<file path="src/rtl/backprop_sched_pkg.sv">
// Shared definitions for the backward-pass weight scheduler: FSM states and
// default sizing.
package backprop_sched_pkg;

  localparam int unsigned N_HIDDEN_DEF = 4;
  localparam int unsigned W_W_DEF      = 8;
  localparam int unsigned H_W_DEF      = 10;
  localparam int unsigned TMO_DEF      = 15;

  typedef enum logic [2:0] {
    S_IDLE,
    S_CLEAR,
    S_ISSUE,
    S_WAIT,
    S_WRITE,
    S_DONE
  } state_t;

endpackage

</file>
<file path="src/rtl/backprop_sched_if.sv">
// Handshake between the scheduler (master) and the shared weight-update unit
// (slave).
interface backprop_sched_if #(
  parameter int unsigned W_W = 8,
  parameter int unsigned H_W = 10
);
  logic           upd_en_o;
  logic           upd_clr_o;
  logic [H_W-1:0] upd_hidden_o;
  logic [W_W-1:0] upd_w_o;
  logic [W_W-1:0] upd_w_i;
  logic           upd_done_i;

  modport master (
    output upd_en_o, upd_clr_o, upd_hidden_o, upd_w_o,
    input  upd_w_i, upd_done_i
  );

  modport slave (
    input  upd_en_o, upd_clr_o, upd_hidden_o, upd_w_o,
    output upd_w_i, upd_done_i
  );
endinterface

</file>
<file path="src/rtl/backprop_sched.sv">
// Sequences one backward pass over the hidden-to-output weight bank through a
// shared update unit: clear, enable, wait (with timeout), write back per slot.
module backprop_sched
  import backprop_sched_pkg::*;
#(
  parameter int unsigned N_HIDDEN = N_HIDDEN_DEF,
  parameter int unsigned W_W      = W_W_DEF,
  parameter int unsigned H_W      = H_W_DEF,
  parameter int unsigned TMO      = TMO_DEF,
  localparam int unsigned IDX_W   = $clog2(N_HIDDEN)
) (
  input  logic                    clk_i,
  input  logic                    rst_i,
  input  logic                    start_i,
  input  logic                    wclr_i,
  input  logic [N_HIDDEN*H_W-1:0] hidden_i,
  backprop_sched_if.master        upd,
  output logic [N_HIDDEN*W_W-1:0] weights_o,
  output logic [IDX_W-1:0]        idx_o,
  output logic                    busy_o,
  output logic                    done_o,
  output logic                    err_o
);

  state_t           state;
  logic [IDX_W-1:0] idx;
  logic [3:0]       tmo_cnt;
  logic [W_W-1:0]   bank [N_HIDDEN];
  logic             upd_en;
  logic             upd_clr;

  assign idx_o            = idx;
  assign busy_o           = (state != S_IDLE);
  assign upd.upd_en_o     = upd_en;
  assign upd.upd_clr_o    = upd_clr;
  assign upd.upd_hidden_o = hidden_i[idx*H_W +: H_W];
  assign upd.upd_w_o      = bank[idx];

  always_comb begin
    weights_o = '0;
    for (int unsigned k = 0; k < N_HIDDEN; k++) begin
      weights_o[k*W_W +: W_W] = bank[k];
    end
  end

  // Strobes are registered: each is raised on the edge that enters its state,
  // so it is high for exactly the cycle spent in that state.
  always_ff @(posedge clk_i or negedge rst_i) begin
    if (!rst_i) begin
      state   <= S_IDLE;
      idx     <= '0;
      tmo_cnt <= '0;
      err_o   <= 1'b0;
      done_o  <= 1'b0;
      upd_en  <= 1'b0;
      upd_clr <= 1'b0;
      for (int unsigned k = 0; k < N_HIDDEN; k++) bank[k] <= '0;
    end else if (wclr_i) begin
      state   <= S_IDLE;
      idx     <= '0;
      tmo_cnt <= '0;
      done_o  <= 1'b0;
      upd_en  <= 1'b0;
      upd_clr <= 1'b1;
      for (int unsigned k = 0; k < N_HIDDEN; k++) bank[k] <= '0;
    end else begin
      upd_en  <= 1'b0;
      upd_clr <= 1'b0;
      done_o  <= 1'b0;
      case (state)
        S_IDLE: begin
          if (start_i) begin
            state   <= S_CLEAR;
            idx     <= '0;
            err_o   <= 1'b0;
            upd_clr <= 1'b1;
          end
        end
        S_CLEAR: begin
          state  <= S_ISSUE;
          upd_en <= 1'b1;
        end
        S_ISSUE: begin
          state   <= S_WAIT;
          tmo_cnt <= '0;
        end
        S_WAIT: begin
          if (upd.upd_done_i) begin
            state <= S_WRITE;
          end else if (tmo_cnt == 4'(TMO)) begin
            state <= S_IDLE;
            idx   <= '0;
            err_o <= 1'b1;
          end else begin
            tmo_cnt <= tmo_cnt + 4'd1;
          end
        end
        S_WRITE: begin
          bank[idx] <= upd.upd_w_i;
          if (idx == IDX_W'(N_HIDDEN - 1)) begin
            state  <= S_DONE;
            done_o <= 1'b1;
          end else begin
            idx     <= idx + IDX_W'(1);
            state   <= S_CLEAR;
            upd_clr <= 1'b1;
          end
        end
        S_DONE: begin
          idx   <= '0;
          state <= S_IDLE;
        end
        default: state <= S_IDLE;
      endcase
    end
  end

endmodule

</file>
<file path="src/flat_wrapper.sv">
// flat-port wrapper written by rule: the top's interface ports become plain ports
module backprop_sched_flat import backprop_sched_pkg::*;
#(
  parameter int unsigned N_HIDDEN = N_HIDDEN_DEF,
  parameter int unsigned W_W      = W_W_DEF,
  parameter int unsigned H_W      = H_W_DEF,
  parameter int unsigned TMO      = TMO_DEF,
  localparam int unsigned IDX_W   = $clog2(N_HIDDEN)
)
  (clk_i, rst_i, start_i, wclr_i, hidden_i, weights_o, idx_o, busy_o, done_o, err_o, upd_upd_en_o, upd_upd_clr_o, upd_upd_hidden_o, upd_upd_w_o, upd_upd_w_i, upd_upd_done_i);
  backprop_sched_if #(.W_W(W_W), .H_W(H_W)) upd_i ();
  input  logic clk_i;
  input  logic rst_i;
  input  logic start_i;
  input  logic wclr_i;
  input  logic [N_HIDDEN*H_W-1:0] hidden_i;
  output logic [N_HIDDEN*W_W-1:0] weights_o;
  output logic [IDX_W-1:0] idx_o;
  output logic busy_o;
  output logic done_o;
  output logic err_o;
  output wire logic [$bits(upd_i.upd_en_o)-1:0] upd_upd_en_o;
  output wire logic [$bits(upd_i.upd_clr_o)-1:0] upd_upd_clr_o;
  output wire logic [$bits(upd_i.upd_hidden_o)-1:0] upd_upd_hidden_o;
  output wire logic [$bits(upd_i.upd_w_o)-1:0] upd_upd_w_o;
  input wire logic [$bits(upd_i.upd_w_i)-1:0] upd_upd_w_i;
  input wire logic [$bits(upd_i.upd_done_i)-1:0] upd_upd_done_i;
  assign upd_upd_en_o = upd_i.upd_en_o;
  assign upd_upd_clr_o = upd_i.upd_clr_o;
  assign upd_upd_hidden_o = upd_i.upd_hidden_o;
  assign upd_upd_w_o = upd_i.upd_w_o;
  assign upd_i.upd_w_i = upd_upd_w_i;
  assign upd_i.upd_done_i = upd_upd_done_i;
  backprop_sched #(.N_HIDDEN(N_HIDDEN), .W_W(W_W), .H_W(H_W), .TMO(TMO)) u_core (.clk_i(clk_i), .rst_i(rst_i), .start_i(start_i), .wclr_i(wclr_i), .hidden_i(hidden_i), .upd(upd_i), .weights_o(weights_o), .idx_o(idx_o), .busy_o(busy_o), .done_o(done_o), .err_o(err_o));
endmodule
</file>
<file path="config.mk">
export PLATFORM = sky130hd
export DESIGN_NAME = backprop_sched_flat
export DESIGN_NICKNAME = d
export VERILOG_FILES = /design/src/rtl/backprop_sched_pkg.sv /design/src/rtl/backprop_sched_if.sv /design/src/rtl/backprop_sched.sv /design/src/flat_wrapper.sv
export SDC_FILE = /design/constraint.sdc
export NUM_CORES = 1
export LEC_CHECK = 0
export ABC_AREA = 0
export CAP_MARGIN = 30
export CORE_ASPECT_RATIO = 0.9
export CORE_MARGIN = 1
export CORE_UTILIZATION = 42
export DETAILED_ROUTE_END_ITERATION = 10
export PLACE_DENSITY = 0.87
export SLEW_MARGIN = 20
export SYNTH_ARGS = -nofsm -noshare
export SYNTH_HDL_FRONTEND = slang
export SYNTH_SLANG_ARGS = --single-unit
export TNS_END_PERCENT = 5
</file>
<file path="constraint.sdc">
create_clock -name clk_i -period 2 [get_ports clk_i]
set_input_delay 0.3 -clock clk_i [delete_from_list [all_inputs] [get_ports clk_i]]
set_output_delay 0.3 -clock clk_i [all_outputs]
set_load 0.005 [all_outputs]
</file>
==> flow_summary.json <==
{
  "vdd_ir_drop_max_mv": 0.654,
  "cp.required_ns": 1.70,
  "seq_area_frac_synth": 0.460,
  "start_kind": "flop",
  "synth_top_flop_cell": "dfrtp_1",
  "yosysTopAreaCellShare": 0.460,
  "most-common-layout-cells": "90 x clkdlybuf4s50_1, 66 x nand2_1, 43 x dfrtp_1",
  "power.density_mw_per_mm2": 510,
  "cp.arrival_ns": 1.65,
  "async_flop_share": 1.00,
  "drive_above_1_share": 0.130,
  "stdcell_count": 420,
  "dp_hpwl_um": 5090,
  "clockBufferDepth": 2,
  "period_needed_ns": 1.95,
  "grt_max_degree": 38,
  "fp-row-count": 25,
  "area_growth_pct": 54.8,
  "overflow": 0,
  "clkSlewWorstSetupHoldPaths_ns": 0.09,
  "p_leak_nw": 1.51,
  "max_slew_margin": 0.445,
  "syn_area_mm2": 0.00245,
  "ys_ff_latch": 45,
  "rsz0062_at_grt": "false",
  "synth_cell_types": 32,
  "regArea_mm2": 0.00113,
  "slew_viol_final": 0,
  "die_height_um": 74.4,
  "grt_pass1_wl_um": 11100,
  "die_w_um": 82.5,
  "hp-class": "input port to asynchronous set/reset pin",
  "synth_nets": 298,
  "clock_latency_ns": 0.30,
  "gp_congestion": 0.837,
  "antenna_found_initial": 0,
  "synth.area.top_cells": "dfrtp_1 46%, mux4_2 17%, nand2_1 10%",
  "wl_per_cell_um": 17.2,
  "slowest_delay_ns": 0.48,
  "num_vias": 2358,
  "core_mm2": 0.00544,
  "path_delay_family": "multiplexers",
  "yosys.area.top_type": "dfrtp_1",
  "crit_path_cell_trace": "buf_12 > mux4_2 > dlygate4sd2_1",
  "layout_commonest_cell": "clkdlybuf4s50_1",
  "maxCapViolCount": 0,
  "slowest_stage": "mux4_2",
  "finalHoldViolations": 0,
  "antenna_cells": 0,
  "drt_iter0_drc": 136,
  "num_io_pins": 110,
  "final_nets": 410,
  "yosys_warnings": 0,
  "die-area_mm2": 0.00614,
  "synthCells": 240,
  "critPathBufInv": 2,
  "clock-skew-final_ns": 0.00822,
  "tritoncts": "done",
  "critPathCaptureType": "primary output",
  "drc_errors": 0,
  "fill_cells": 421,
  "cts.htree.levels": 2,
  "synth_edf_count": 0,
  "final_core_util": 0.696,
  "outcome": "finished, final reports clean",
  "cts_made_buffers": 5,
  "viasPerCell": 5.61,
  "cts_num_sinks": 45,
  "multi_input_area_mm2": 0.00122,
  "tightest_slew_ns": 0.832,
  "numPortBuffers": 109,
  "wirelength_um": 7200,
  "worst-setup-path-type": "flop to primary output",
  "numPlacedInstances": 411,
  "setup_viol": 0,
  "cts-root-buf": "clkbuf_8",
  "avgSynthCellArea_um2": 10.2,
  "initial_core_util": 0.450,
  "drtPass1Iterations": 4,
  "fmax_mhz": 513,
  "cp_max_fo": 7,
  "grt_pass1_vias": 2332,
  "period_share": 0.974,
  "track_usage": 0.246,
  "antenna_left": 0
}
worst reg2reg max path, stage by stage (launching register included):
cell	delay (ns)
dfrtp_2	0.46
buf_6	0.15
ha_1	0.21
and2_1	0.15
or3_4	0.41
a22o_1	0.23
stage by stage:
step	instance area, µm²	setup TNS [ns]	hold slack, ns	setup slack, ns	total power [W]
finish	3790	0	0.0924	0.0515	0.00193
detailed placement	3660	0	0.446	0.0552	0.00123
global route	3790	0	0.153	0.00253	0.00201
CTS	3800	-0.0963	0.116	-0.0963	0.00194
floorplan	2450	0	0.00441	0.231	0.00104
global placement	3660	0	0.424	0.0778	0.00123
cell type report:
cell class                 count  share of cell area
clock inverter                 2             0.00990
multi-input combinational    173               0.323
clock buffer                   6              0.0218
timing repair buffer         123               0.322
inverter                       4             0.00396
tap                           67              0.0221
sequential                    45               0.298
layer usage:
metal,wire (µm),GRT usage,up-vias
li1,-,-,1074
met1,2550,0.289,1137
met2,3660,0.438,134
met3,862,0.0564,13
met4,134,0.0897,0
met5,0,0,-
registers in the layout, indices dropped and copies added, names as in the netlist:
signal                cells
u_core.done_o             1
u_core.err_o              1
u_core.idx_o              2
u_core.state              3
u_core.tmo_cnt            4
u_core.upd.upd_clr_o      1
u_core.upd.upd_en_o       1
u_core.weights_o         32
where the power goes:
group	switching (W)	internal, W
combinational	0.000103	0.000171
clock	0.000317	0.000406
sequential	0.0000169	0.000919
total	0.000438	0.00150
timing repair:
| action | CTS | global route |
|---|---|---|
| buffers inserted | 1 | 0 |
| hold buffers | 0 | 0 |
| cloned | 1 | 0 |
| endpoints found under the setup margin | 18 | 18 |
| gates resized for setup | 20 | 19 |
Yosys cell counts (3+ instances only):
cell,n
mux4_2,18
mux2i_1,3
and3_1,5
nand2_1,66
nor2_1,10
a21oi_1,33
ha_1,5
clkbuf_1,7
nand3_1,6
dfrtp_1,45
inv_1,4
nor4_1,4
buf_2,10
a22o_1,3
cells by family (layout without fill, tap and decap cells):
| group | after synthesis | in the layout | synth area share |
|---|---|---|---|
| buf+inv | 22 | 135 | 0.0404 |
| simple gates | 104 | 104 | 0.195 |
| compound gates | 41 | 41 | 0.0945 |
| fa+ha+maj | 5 | 5 | 0.0255 |
| flops | 45 | 45 | 0.460 |
| xor+xnor | 2 | 2 | 0.00716 |
| mux | 21 | 21 | 0.178 |
worst paths after layout:
check / from / endpoint / slack, ns / cells after the start
max: u_core.idx_o[0] / upd_upd_w_o[1] / 0.05 / 3
min: rst_i / u_core.upd.upd_clr_o / 0.09 / 1
max reg2reg: u_core.idx_o[0] / u_core.idx_o[0] / 0.28 / 5
min reg2reg: u_core.err_o / u_core.err_o / 0.52 / 1
max in group asynchronous: rst_i / u_core.weights_o[20] / 1.30 / 2
min in group clk_i: u_core.err_o / u_core.err_o / 0.52 / 1
Power figures use the tool's default switching activity.
